## src/rtl/uart_pkg.sv

```systemverilog
// Shared types and helpers for the oversampling UART receiver.
package uart_pkg;

  typedef enum logic [1:0] {IDLE, START, DATA, STOP} rx_state_e;

  localparam int unsigned DATA_BITS = 8;

  // Rounded clock divider producing OS ticks per bit.
  function automatic int unsigned calc_div(input int unsigned clk_freq,
                                           input int unsigned baud,
                                           input int unsigned os);
    return (clk_freq + (baud * os) / 2) / (baud * os);
  endfunction

  function automatic logic maj3(input logic a, input logic b, input logic c);
    return (a & b) | (a & c) | (b & c);
  endfunction

endpackage

```

## src/rtl/uart_os_tick_gen.sv

```systemverilog
// Oversample tick generator; restart realigns the tick phase to a start edge.
module uart_os_tick_gen
  import uart_pkg::*;
#(
  parameter int unsigned CLK_FREQ = 100_000_000,
  parameter int unsigned BAUD     = 9600,
  parameter int unsigned OS       = 16
) (
  input  logic clk,
  input  logic rst,
  input  logic restart,
  output logic os_tick
);

  localparam int unsigned DIV = calc_div(CLK_FREQ, BAUD, OS);
  localparam int unsigned CW  = (DIV > 1) ? $clog2(DIV) : 1;
  localparam logic [CW-1:0] LAST = CW'(DIV - 1);

  logic [CW-1:0] cnt_q, cnt_d;

  always_comb begin
    cnt_d   = cnt_q + 1'b1;
    os_tick = 1'b0;
    if (restart) begin
      cnt_d = '0;
    end else if (cnt_q == LAST) begin
      cnt_d   = '0;
      os_tick = 1'b1;
    end
  end

  always_ff @(posedge clk) begin
    if (rst) cnt_q <= '0;
    else     cnt_q <= cnt_d;
  end

endmodule

```

## src/rtl/uart_rx_os.sv

```systemverilog
// 8N1 oversampling UART receiver with mid-bit majority vote, false-start
// rejection and framing-error reporting.
module uart_rx_os
  import uart_pkg::*;
#(
  parameter int unsigned CLK_FREQ = 100_000_000,
  parameter int unsigned BAUD     = 9600,
  parameter int unsigned OS       = 16
) (
  input  logic       clk,
  input  logic       rst,
  input  logic       rx,
  output logic       o_rx_done,
  output logic [7:0] o_data,
  output logic       o_frame_err,
  output logic       o_busy
);

  localparam int unsigned MAJ_LO = OS / 2 - 1;
  localparam int unsigned MAJ_HI = OS / 2 + 1;
  localparam int unsigned SW     = $clog2(OS);
  localparam int unsigned BW     = $clog2(DATA_BITS);
  localparam logic [SW:0]   T_LO    = (SW + 1)'(MAJ_LO);
  localparam logic [SW:0]   T_MID   = (SW + 1)'(OS / 2);
  localparam logic [SW:0]   T_HI    = (SW + 1)'(MAJ_HI);
  localparam logic [SW-1:0] S_LAST  = SW'(OS - 1);
  localparam logic [BW-1:0] BI_LAST = BW'(DATA_BITS - 1);

  rx_state_e            state_q, state_d;
  logic                 rx_meta_q, rx_s_q, rx_prev_q;
  logic [SW-1:0]        s_cnt_q, s_cnt_d;
  logic [BW-1:0]        bit_idx_q, bit_idx_d;
  logic [DATA_BITS-1:0] shift_q, shift_d;
  logic [1:0]           samp_q, samp_d;
  logic [7:0]           data_q, data_d;
  logic                 done_q, done_d, err_q, err_d;
  logic                 restart, os_tick;
  logic [SW:0]          tick_idx;
  logic                 bit_end, vote_valid, vote;

  uart_os_tick_gen #(
    .CLK_FREQ (CLK_FREQ),
    .BAUD     (BAUD),
    .OS       (OS)
  ) u_tick (
    .clk     (clk),
    .rst     (rst),
    .restart (restart),
    .os_tick (os_tick)
  );

  always_comb begin
    state_d    = state_q;
    s_cnt_d    = s_cnt_q;
    bit_idx_d  = bit_idx_q;
    shift_d    = shift_q;
    samp_d     = samp_q;
    data_d     = data_q;
    done_d     = 1'b0;
    err_d      = 1'b0;
    restart    = 1'b0;
    tick_idx   = {1'b0, s_cnt_q} + 1'b1;
    bit_end    = (s_cnt_q == S_LAST);
    vote_valid = 1'b0;
    vote       = rx_s_q;
    // Tick k lands k*DIV clocks into the bit; the vote resolves as soon as
    // two of the three mid-bit samples agree, so it is decided exactly once.
    if (tick_idx == T_MID && samp_q[0] == rx_s_q) begin
      vote_valid = 1'b1;
    end else if (tick_idx == T_HI && samp_q[0] != samp_q[1]) begin
      vote_valid = 1'b1;
      vote       = maj3(samp_q[0], samp_q[1], rx_s_q);
    end

    if (state_q == IDLE) begin
      if (rx_prev_q && !rx_s_q) begin
        state_d = START;
        s_cnt_d = '0;
        restart = 1'b1;
      end
    end else if (os_tick) begin
      s_cnt_d = bit_end ? '0 : s_cnt_q + 1'b1;
      if (tick_idx == T_LO)  samp_d[0] = rx_s_q;
      if (tick_idx == T_MID) samp_d[1] = rx_s_q;
      case (state_q)
        START: begin
          if (vote_valid && vote) begin
            state_d = IDLE;
          end else if (bit_end) begin
            state_d   = DATA;
            bit_idx_d = '0;
          end
        end
        DATA: begin
          if (vote_valid) shift_d[bit_idx_q] = vote;
          if (bit_end) begin
            if (bit_idx_q == BI_LAST) state_d = STOP;
            else                      bit_idx_d = bit_idx_q + 1'b1;
          end
        end
        STOP: begin
          if (vote_valid) begin
            if (vote) begin
              data_d = shift_q;
              done_d = 1'b1;
            end else begin
              err_d = 1'b1;
            end
            state_d = IDLE;
          end
        end
        default: state_d = IDLE;
      endcase
    end
  end

  always_ff @(posedge clk) begin
    if (rst) begin
      state_q   <= IDLE;
      rx_meta_q <= 1'b1;
      rx_s_q    <= 1'b1;
      rx_prev_q <= 1'b1;
      s_cnt_q   <= '0;
      bit_idx_q <= '0;
      shift_q   <= '0;
      samp_q    <= '0;
      data_q    <= '0;
      done_q    <= 1'b0;
      err_q     <= 1'b0;
    end else begin
      state_q   <= state_d;
      rx_meta_q <= rx;
      rx_s_q    <= rx_meta_q;
      rx_prev_q <= rx_s_q;
      s_cnt_q   <= s_cnt_d;
      bit_idx_q <= bit_idx_d;
      shift_q   <= shift_d;
      samp_q    <= samp_d;
      data_q    <= data_d;
      done_q    <= done_d;
      err_q     <= err_d;
    end
  end

  assign o_rx_done   = done_q;
  assign o_data      = data_q;
  assign o_frame_err = err_q;
  assign o_busy      = (state_q != IDLE);

endmodule

```

## config.mk

```make
export PLATFORM = sky130hd
export DESIGN_NAME = uart_rx_os
export DESIGN_NICKNAME = d
export VERILOG_FILES = /design/src/rtl/uart_pkg.sv /design/src/rtl/uart_os_tick_gen.sv /design/src/rtl/uart_rx_os.sv
export SDC_FILE = /design/constraint.sdc
export NUM_CORES = 1
export LEC_CHECK = 0
export ABC_AREA = 1
export CORE_AREA = 8 8 95 97
export DETAILED_ROUTE_END_ITERATION = 16
export DIE_AREA = 0 0 103 105
export SYNTH_ARGS = -nofsm -noshare
export SYNTH_HDL_FRONTEND = slang
export SYNTH_HIERARCHICAL = 1
export SYNTH_SLANG_ARGS = --single-unit
```

## constraint.sdc

```tcl
create_clock -name clk -period 6.25 [get_ports clk]
set_clock_uncertainty 0.15 [all_clocks]
set_input_delay 1.875 -clock clk [delete_from_list [all_inputs] [get_ports clk]]
set_output_delay 1.875 -clock clk [all_outputs]
set_load 0.01 [all_outputs]
```

======== After elaboration in Yosys (flattened, before gate mapping) ========
Cells that the tools add are included.
word-level totals
  register bits after elaboration ......... 42
  input port bits ......................... 3
cells by class
  add/sub/neg operators ................... 4
  order comparisons ....................... 2
  equality and inequality tests ........... 20
  mux-type cells .......................... 31
  bitwise operators ....................... 9
  reduce and logical (&&, ||, !) cells .... 19
operators by type and width
  operator                                                               count
  2-bit two-way mux                                                      8
  4-bit two-way mux                                                      4
  3-bit two-way mux                                                      4
  1-bit two-way mux                                                      11
  10-bit by 1-bit adder with 10-bit output, second input constant        1
  10-bit equality test, second input constant                            1
  5-bit by 4-bit equality test with 1-bit output, second input constant  2
  3-bit != test, second input constant                                   3
  8-bit bitwise mux                                                      1
  2-bit != test, second input constant                                   4
  7-bit AND reduction                                                    1
  2-bit case mux with 3 select lines                                     1
  3-bit case mux with 2 select lines                                     1
  3-bit AND reduction                                                    2
  6-bit AND reduction                                                    1
  2-bit nonzero test                                                     3
  4-bit by 1-bit adder with 5-bit output, second input constant          1
  5-bit by 3-bit equality test with 1-bit output, second input constant  1
  1-bit logical AND                                                      5
  5-bit AND reduction                                                    1
  5-bit OR reduction                                                     1
  4-bit by 1-bit adder with 4-bit output, second input constant          1
  2-bit equality test, second input constant                             2
  4-bit equality test, second input constant                             1
  other kinds (18)                                                       24

======== Logic depth before layout (Yosys ltp) ========
  word-level depth ........................ 10
  depth in mapped cells ................... 15
  mapped depth without buffers ............ 15

======== Cells and area by module ========
Netlist, hierarchy kept.
modules (own cells, without submodules)
  module            instances  cells an instance  area an instance (um^2)  sequential area each (um^2)
  uart_rx_os        1          228                1675.4                   640.6
  uart_os_tick_gen  1          65                 505.5                    200.2

======== Least setup slack after synthesis ========
Ideal clock, no wire load.
  path kind ............................... register -> output
  start ................................... register state_q[0]
  end ..................................... output o_busy
  data arrival time ....................... 0.803 ns
  required time ........................... 4.225 ns
  path slack .............................. 3.422 ns
  cell stages (with the launch flop) ...... 4
  path through ............................ dfxtp_1 -> inv_1 -> ha_1 -> inv_1
on the way
  word-level cells in the longest chain between the ends .. 1
ends and longest elaborated chain
  element                 RTL line           text
  from (decl)             uart_rx_os.sv:29   rx_state_e state_q, state_d;
  from (signal assigned)  uart_rx_os.sv:131  state_q <= state_d;
  2-bit nonzero test      uart_rx_os.sv:148  assign o_busy = (state_q != IDLE);
  to (decl)               uart_rx_os.sv:16   output logic o_busy
No other way between the ends.

======== Worst setup path in the final report ========
Same ends and word-level chain as after synthesis.

==> results.yml <==
place:
  dp_slack_ns: 2.61
  io_buffers: 13
  dp_hpwl_mm: 3.24
  placed_cells_incl_taps: 406
  gp_congestion: 0.773
layout:
  insertedDiodeCount: 0
  nets: 328
  multi_input_area_sq_mm: 0.00119
  fill_cells: 869
  mostFrequentLayoutCells: "nor2_1, nand2_1, dfxtp_1"
  final-seq-area_sq_um: 841
  drive_gt1_frac: 0.103
  syn_to_final_growth_pct: 14.9
  fin_cells: 412
  final_common_cell: "nor2_1"
worst_setup_path:
  regToRegStartpoint: "state_q[0]"
  rrSetupSlack_ns: 3.55
  required_ns: 4.22
  cp-end-kind: "output port"
  path_class: "flip-flop to output port"
  crit_arrival_ns: 1.81
  reg2regPathDepth: 14
  crit_fanout: 5
  reg2reg_to: "bit_idx_q[2]"
  startpoint_type: "flip-flop"
drt:
  wl_per_cell_um: 10.5
  routed_via_density: 4.37
  final_antenna_net_count: 0
  drc_errors: 0
  firstDrtPassIters: 4
  drtIter0Drc: 61
  vias: 1800
  wl_mm: 4.32
timing:
  fmax_ghz: 0.261
  setup_ws_ns: 2.41
  finalSetupViolations: 0
  worst_pin_slew_ns: 0.516
  grt_setup_unrepaired: "false"
  fin_tns_setup_ns: 0
  max_slew_margin: 0.656
  final_hold_viol_count: 0
  slew_viol_final: 0
  fin_crit_sh: 0.614
  post-route-min-period_ns: 3.84
min_path:
  hp-start: "rx_meta_q"
  hold_class: "flip-flop to flip-flop"
  hold_depth: 1
  whs_endpoint: "rx_s_q"
synthesis:
  synth_edf_count: 0
  ys_types: 29
  muxShareOfSynthArea: 0
  synth_top_family_by_area: "simple AND/OR/NAND/NOR gates"
  yosysWarningCount: 6
  ys.flop_type: "dfxtp_1"
  syn_nets: 310
  seq_area_frac_synth: 0.386
  async_flop_share: 0
  synth_area_sq_mm: 0.00218
  synthAdderAreaFrac: 0.0803
  synthCells: 293
  synth_xor_xnor_area_share: 0.0201
  synth-simple-area-share: 0.352
  synth_compound_area_frac: 0.0935
  ys_ff_latch: 42
  syn_avg_cell_area_sq_um: 7.44
floorplan:
  coreArea_sq_mm: 0.00753
  start_util: 0.290
  die_w_um: 103
  ios: 14
  num_rows: 32
  die_h_um: 105
  die_area_sq_mm: 0.0108
clock_network:
  clk_latency_ns: 0.29
  cts_hold_buf: 0
  clock-sinks: 42
  cts_resized: 0
  numCtsBuffers: 5
  path_clk_slew_ns: 0.08
  clockBufferDepth: 2
  cts_tree: "built"
  cts_setup_buffers: 0
  cts_max_level: 2
  cts_root_buf: "clkbuf_8"
power:
  power_uw: 602
  power.density_mw_per_mm2: 240
  leakage_uw: 0.00108
  ir_drop_mv: 0.112
flow_run:
  max-cap-violations: 0
run_status:
  outcome: "completed"
global_routing:
  grt_overflow: 0
  grt_pass1_vias: 1660
  grt_pass1_wl_mm: 7.53
  antenna_found_initial: 0
  track_usage: 0.0861
  grt_max_degree: 18
==> stage by stage <==
step                      hold slack (ns)  area (sq um)  utilization
after floorplan                     0.239          2180            -
after global placement              0.252          2420        0.322
after detailed placement            0.256          2420        0.322
after CTS                           0.273          2510        0.333
after global routing                0.274          2510        0.333
final                               0.259          2510        0.333
==> layer usage <==
| layer | track usage | vias to the layer above | share of wire |
|---|---|---|---|
| li1 | - | 980 | - |
| met1 | 0.107 | 778 | 0.47 |
| met2 | 0.130 | 36 | 0.44 |
| met3 | 0.0305 | 6 | 0.069 |
| met4 | 0.0372 | 0 | 0.015 |
| met5 | 0 | - | 0 |
==> worst max-delay path by stage <==
stage,startpoint,to,cells past startpoint
final,state_q[0],o_busy,4
after global routing,state_q[0],o_busy,4
after CTS,state_q[0],o_busy,4
after detailed placement,rst,o_frame_err,4
after global placement,rst,o_frame_err,4
after floorplan,state_q[0],o_busy,3
==> state kept, by name (all words and copies together), names as in the netlist <==
signal / count
bit_idx_q: 3
o_data: 8
o_frame_err: 1
o_rx_done: 1
rx_meta_q: 1
rx_prev_q: 1
rx_s_q: 1
s_cnt_q: 4
samp_q: 2
shift_q: 8
state_q: 2
u_tick/cnt_q: 10
==> power breakdown <==
part | internal [uW] | switching (uW) | total, uW
clock | 85.2 | 87.1 | 172
sequential | 278 | 10.2 | 288
combinational | 48.1 | 93.8 | 142
==> synthesized netlist by cell type (3+ instances only) <==
master	count	area, sq um
nor2_1	61	229
nand2_2	5	31.3
xor2_1	3	26.3
nand3_1	18	90.1
o21ai_0	13	65.1
nand3_2	6	60.1
dfxtp_1	42	841
nand2_1	47	176
nor2_4	3	33.8
nand4_1	7	43.8
a21oi_1	19	95.1
inv_1	35	131
ha_1	14	175
==> area by class of cell <==
class,count,area share
clock buffer,6,0.0330
inverter,36,0.0539
multi-input combinational,213,0.475
sequential,42,0.335
tap,102,0.0509
timing repair buffer,13,0.0519
==> cell families (layout without fill, tap and decap cells) <==
| logic type | Yosys count | in the layout |
|---|---|---|
| AOI/OAI and AO/OA | 37 | 37 |
| and+or+nand+nor | 157 | 157 |
| DFF | 42 | 42 |
| buffers and inverters | 38 | 55 |
| xor gates and xnor gates | 5 | 5 |
| adders and majority gates | 14 | 14 |
==> worst max-delay path, stage by stage, from the launching register on <==
cell and delay [ns]:
dfxtp_1 0.40, inv_1 0.08, ha_1 0.28, inv_1 0.19, clkdlybuf4s50_1 0.57
Power figures use the tool's default switching activity.
==> RTL edit 1, RTL diff (config.mk and constraints unchanged) <==
`OS` is set to 16 in 2 places; all go to 64.
--- a/src/rtl/uart_os_tick_gen.sv
+++ b/src/rtl/uart_os_tick_gen.sv
@@ -6,3 +6,3 @@
   parameter int unsigned BAUD     = 9600,
-  parameter int unsigned OS       = 16
+  parameter int unsigned OS       = 64
 ) (
--- a/src/rtl/uart_rx_os.sv
+++ b/src/rtl/uart_rx_os.sv
@@ -7,3 +7,3 @@
   parameter int unsigned BAUD     = 9600,
-  parameter int unsigned OS       = 16
+  parameter int unsigned OS       = 64
 ) (
Function: no difference found for any inputs over 10 cycles, from zero or initial values and one cycle with rst high; that may be too few to reach the edited logic, so the function may still have changed.
==> RTL edit 1 against the original RTL <==
  * Final area grew 2.0%
  * Global-route usage up 0.28 points
  * Sequential cell count unchanged
  * Critical path depth is the same
  * First-iteration DRC count up 80%
  * Non-clock buffer count did not move
  * Power rose by 10%
  * Wire length grew 4.3%
  * Setup slack got worse by 0.0059 ns
  * Cell count up 1.9%
  * Area after synthesis grew 1.5%
  * Critical path type unchanged
==> RTL edit 1: results (changes against the original RTL) <==
* List of most frequent post-synthesis cells: inv_1, nand2_1, dfxtp_1, nor2_1, a21oi_1
* Async SR Flop Fraction at 0% (unchanged)
* CTS max path bufs at 2 (unchanged)
* Warnings from Yosys at 6 (unchanged)
* Hpwl dp at 3399 um (+4.9%)
* Total CTS buffers at 5 (unchanged)
* 1st-iter DRT viols at 110 (+80%)
* Switching Share at 32.06% (+0.32 points)
* Finished Layout Cells at 420 (+1.9%)
* Leakage at 1.038 nW (-3.9%)
* Clock latency on the worst-skew pair at 0.30 ns
* Vias in the first global route at 1828 (+10%)
* Fin nets at 334 (+1.8%)
* Most area-consuming cells after synthesis: dfxtp_1, inv_1, nand2_1, ha_1, a21oi_1
* Largest net degree at the start of global routing at 24 (+6)
* First-pass GRT wire length at 7941 um (+5.5%)
* Slew @ Worst Pin at 0.6234 ns (+0.1079 ns)
* Clock-pin slew on the worst setup and hold paths at 0.09 ns
* Critical path endpoint category: primary output
* Cells after Synth at 302 (+3.1%)
* Post-synthesis sequential area ratio at 37.99% (-0.57 points)
* Antenna violations before repair at 0 (unchanged)
* Peak supply drop at 0.1165 mV (+4.2%)
* Layout cells sized above 1 at 11.01% (+0.68 points)
* Syn Nets at 319 (+2.9%)
* Status: complete, no violations
* Final Routed Wirelength at 4508 um (+4.3%)
* Final GP Congestion at 0.8397 (+8.6%)
* Met2 layer usage reported by global route at 14.62% (+1.6 points)
* CP Data Arrival Time at 1.82 ns
* Met1 Track Usage GR at 10.45% (-0.25 points)
* Post-CTS Setup Inserts at 0 (unchanged)
* Netlist cell types at 28 (-3.4%)
* Met3 Use GR at 2.522% (-0.53 points)
* Placed insts at 412 (+1.5%)
* Fillers at 847 (-2.5%)
* Root Buffer: clkbuf_8
* Final-report setup violation count at 0 (unchanged)
* GRT Util Overall at 8.893% (+0.28 points)
* Input/output buffers at 13 (unchanged)
* Htree depth at 2 (unchanged)
* CP Max Fanout at 5 (unchanged)
* Vias/cell at 4.462 (+2.1%)
* Hold Path Class: flip-flop to flip-flop
[RTL edit 1: cell count changes after synthesis, sizes merged, moves of 2 or more]
| cell | before | now |
|---|---|---|
| nand2 | 54 | 52 |
| o21bai | 0 | 2 |
| a21oi | 21 | 31 |
| nor2 | 66 | 34 |
| a211oi | 1 | 3 |
| xor2 | 3 | 0 |
| inv | 36 | 54 |
| clkbuf | 1 | 4 |
| o21ai | 13 | 27 |
[RTL edit 1: layout make-up]
cell class                      instances  share of cell area (%)
Tap cell                              102                   4.990
Multi-Input combinational cell        201                   44.52
Inverter                               54                   7.926
Sequential cell                        42                   32.88
Clock buffer                            5                   2.691
Clock inverter                          3                   1.908
Timing Repair Buffer                   13                   5.088
[RTL edit 1: stage by stage]
step | setup WS (ns) | hold WS (ns) | area (sq um)
3_5_place_dp | 2.565 | 0.2490 | 2440
3_3_place_gp | 2.644 | 0.2444 | 2440
4_1_cts | 2.403 | 0.2780 | 2557
6_report | 2.407 | 0.2670 | 2557
5_1_grt | 2.290 | 0.2996 | 2557
2_1_floorplan | 3.428 | 0.2395 | 2213
[RTL edit 1: power by group through the flow]
stage	Clock (W)	Combinational (W)	Sequential, W
floorplan	0	0.000107	0.000293
global placement	0	0.000143	0.000295
detailed placement	0	0.000146	0.000297
CTS	0.000234	0.000146	0.000291
global route	0.000245	0.000168	0.000293
finish	0.000227	0.000145	0.000291
[RTL edit 1: worst max-delay path, stage by stage, from the launching register on]
cell             delay (ns)
dfxtp_1                0.42
inv_1                  0.10
ha_1                   0.24
inv_1                  0.18
clkdlybuf4s50_1        0.58
[RTL edit 1: worst paths after layout]
path	startpoint	end	slack, ns	cells after the start
max	state_q[1]$_SDFFE_PP0P_	o_busy	2.41	4
min	rx_meta_q$_SDFF_PP1_	rx_s_q$_SDFF_PP1_	0.27	1
max reg2reg	state_q[1]$_SDFFE_PP0P_	o_data[0]$_SDFFE_PP0P_	3.42	11
min reg2reg	rx_meta_q$_SDFF_PP1_	rx_s_q$_SDFF_PP1_	0.27	1
[RTL edit 1: cell families (layout without fill, tap and decap cells)]
logic type	count (synthesis)	count (layout)	share of synthesized area (%)
flip-flops	42	42	37.99
AND/OR/NAND/NOR	122	122	26.96
adder cells (fa/ha/maj)	14	14	7.914
AO/OA/AOI/OAI	64	64	16.17
XOR/XNOR	1	1	0.3958
buffers and inverters	59	75	10.57
[RTL edit 1: routing by layer]
metal	routed length, um	vias up
met1	2163	854
li1	-	998
met2	2134	16
met3	144	6
met5	0	-
met4	65	0
==> RTL edit 2, RTL diff (same flow settings) <==
Without the edit above. Encoding of `rx_state_e`: now one-hot (4 bits for 4 states).
--- a/src/rtl/uart_pkg.sv
+++ b/src/rtl/uart_pkg.sv
@@ -3,3 +3,3 @@
 
-  typedef enum logic [1:0] {IDLE, START, DATA, STOP} rx_state_e;
+  typedef enum logic [3:0] {IDLE = 4'b0001, START = 4'b0010, DATA = 4'b0100, STOP = 4'b1000} rx_state_e;
 
Behaviour: no difference found for any inputs over 10 cycles, from zero or initial values and one cycle with rst high; not proved beyond that.
==> RTL edit 2 against the original RTL <==
  * Final area is 3.9% higher
  * Cell count is 0.97% lower
  * Die area stayed put
  * Via count is 3.4% higher
  * Setup slack better by 0.050 ns
  * Wire length is 4.9% higher
  * Sequential cell count is 2 higher
  * Area after synthesis is 5.1% higher
  * Highest routed layer unchanged
Power is not compared: it rests on default switching activity, and its combinational part moved more than twofold at a synthesized area within 25%.
==> RTL edit 2: results (changes against the original RTL) <==
* Total CTS buffers at 5 (unchanged)
* Hold Path Class: flip-flop to flip-flop
* Largest net degree at the start of global routing at 20 (+2)
* Final GP Congestion at 0.7924 (+2.5%)
* List of most frequent post-synthesis cells: dfxtp_1, inv_1, nand2_1, nor2_1, a21oi_1
* Worst setup startpoint: state_q[2]$_SDFFE_PP0P_
* Final Routed Wirelength at 4535 um (+4.9%)
* CP Max Fanout at 4 (-1)
* Critical path's top delay family: buffers and inverters
* Biggest register: u_tick/cnt_q
* Hpwl dp at 3402 um (+5.0%)
* Post-CTS Setup Inserts at 0 (unchanged)
* DP Worst Slack at 2.385 ns (-0.2216 ns)
* Vias in the first global route at 1771 (+6.7%)
* First-pass GRT wire length at 7997 um (+6.2%)
* Routed vias at 1862 (+3.4%)
* Slowest stage cell, crit path: clkdlybuf4s50_1
* Netlist cell types at 34 (+17%)
* Most area-consuming cells after synthesis: dfxtp_1, inv_1, nand2_1, nor2_1, ha_1
* Slew @ Worst Pin at 0.6355 ns (+0.1199 ns)
* Layout cells sized above 1 at 15.69% (+5.4 points)
* CP Data Arrival Time at 1.76 ns (-0.05 ns)
* Fin nets at 318 (-3.0%)
* GRT Util Overall at 9.146% (+0.53 points)
* 1st-iter DRT viols at 52 (-15%)
* Post-synthesis sequential area ratio at 38.43% (-0.13 points)
* Syn Nets at 301 (-2.9%)
* Reg-to-reg startpoint: u_tick/cnt_q[0]$_SDFF_PP0_
* Worst path max stage delay at 0.50 ns (-0.07 ns)
* Fillers at 855 (-1.6%)
* Status: complete, no violations
-- RTL edit 2: cell count changes after synthesis, moves of 3 or more --
cell,unedited run,this run
nor2_1,61,37
nand2_1,47,40
a211oi_1,1,6
inv_1,35,40
ha_1,14,10
nor3_2,0,3
o21ai_2,0,3
-- RTL edit 2: cell type report --
| class | instances | share of cell area (%) |
|---|---|---|
| Multi-Input combinational cell | 198 | 46.80 |
| Tap cell | 102 | 4.901 |
| Clock inverter | 1 | 0.3364 |
| Clock buffer | 7 | 2.931 |
| Timing Repair Buffer | 13 | 4.998 |
| Inverter | 43 | 6.199 |
| Sequential cell | 44 | 33.83 |
-- RTL edit 2: per-layer routing --
metal	vias to the layer above	track usage (%)	routed length, um
li1	969	-	-
met1	863	11.50	2220
met2	23	14.21	2086
met3	7	1.792	125
met4	0	4.964	102
met5	-	0	0
-- RTL edit 2: cell families (layout without fill, tap and decap cells) --
family	count (synthesis)	in the layout	synth area share, %
buffers and inverters	46	64	8.406
and+or+nand+nor	133	133	32.53
AOI/OAI and AO/OA	50	50	13.26
adders and majority gates	10	10	5.459
DFF	44	44	38.43
xor gates and xnor gates	5	5	1.911
-- RTL edit 2: worst paths after layout --
| kind | endpoint | slack (ns) | cells after the start |
|---|---|---|---|
| hold reg to reg | rx_s_q$_SDFF_PP1_ | 0.27 | 1 |
| setup / recovery | o_busy | 2.46 | 5 |
| hold / removal | rx_s_q$_SDFF_PP1_ | 0.27 | 1 |
| setup reg to reg | o_data[0]$_SDFFE_PP0P_ | 3.89 | 12 |
-- RTL edit 2: per-stage QoR --
stage	instances	area, sq um
floorplan	288	2292
global placement	400	2519
detailed placement	400	2519
CTS	408	2604
global route	408	2604
finish	408	2604
-- RTL edit 2: power breakdown --
group / total [W] / switching, W / internal, W
Sequential: 0.000289 / 0.00000447 / 0.000284
Combinational: 0.0000363 / 0.0000232 / 0.0000131
Clock: 0.000176 / 0.0000956 / 0.0000799
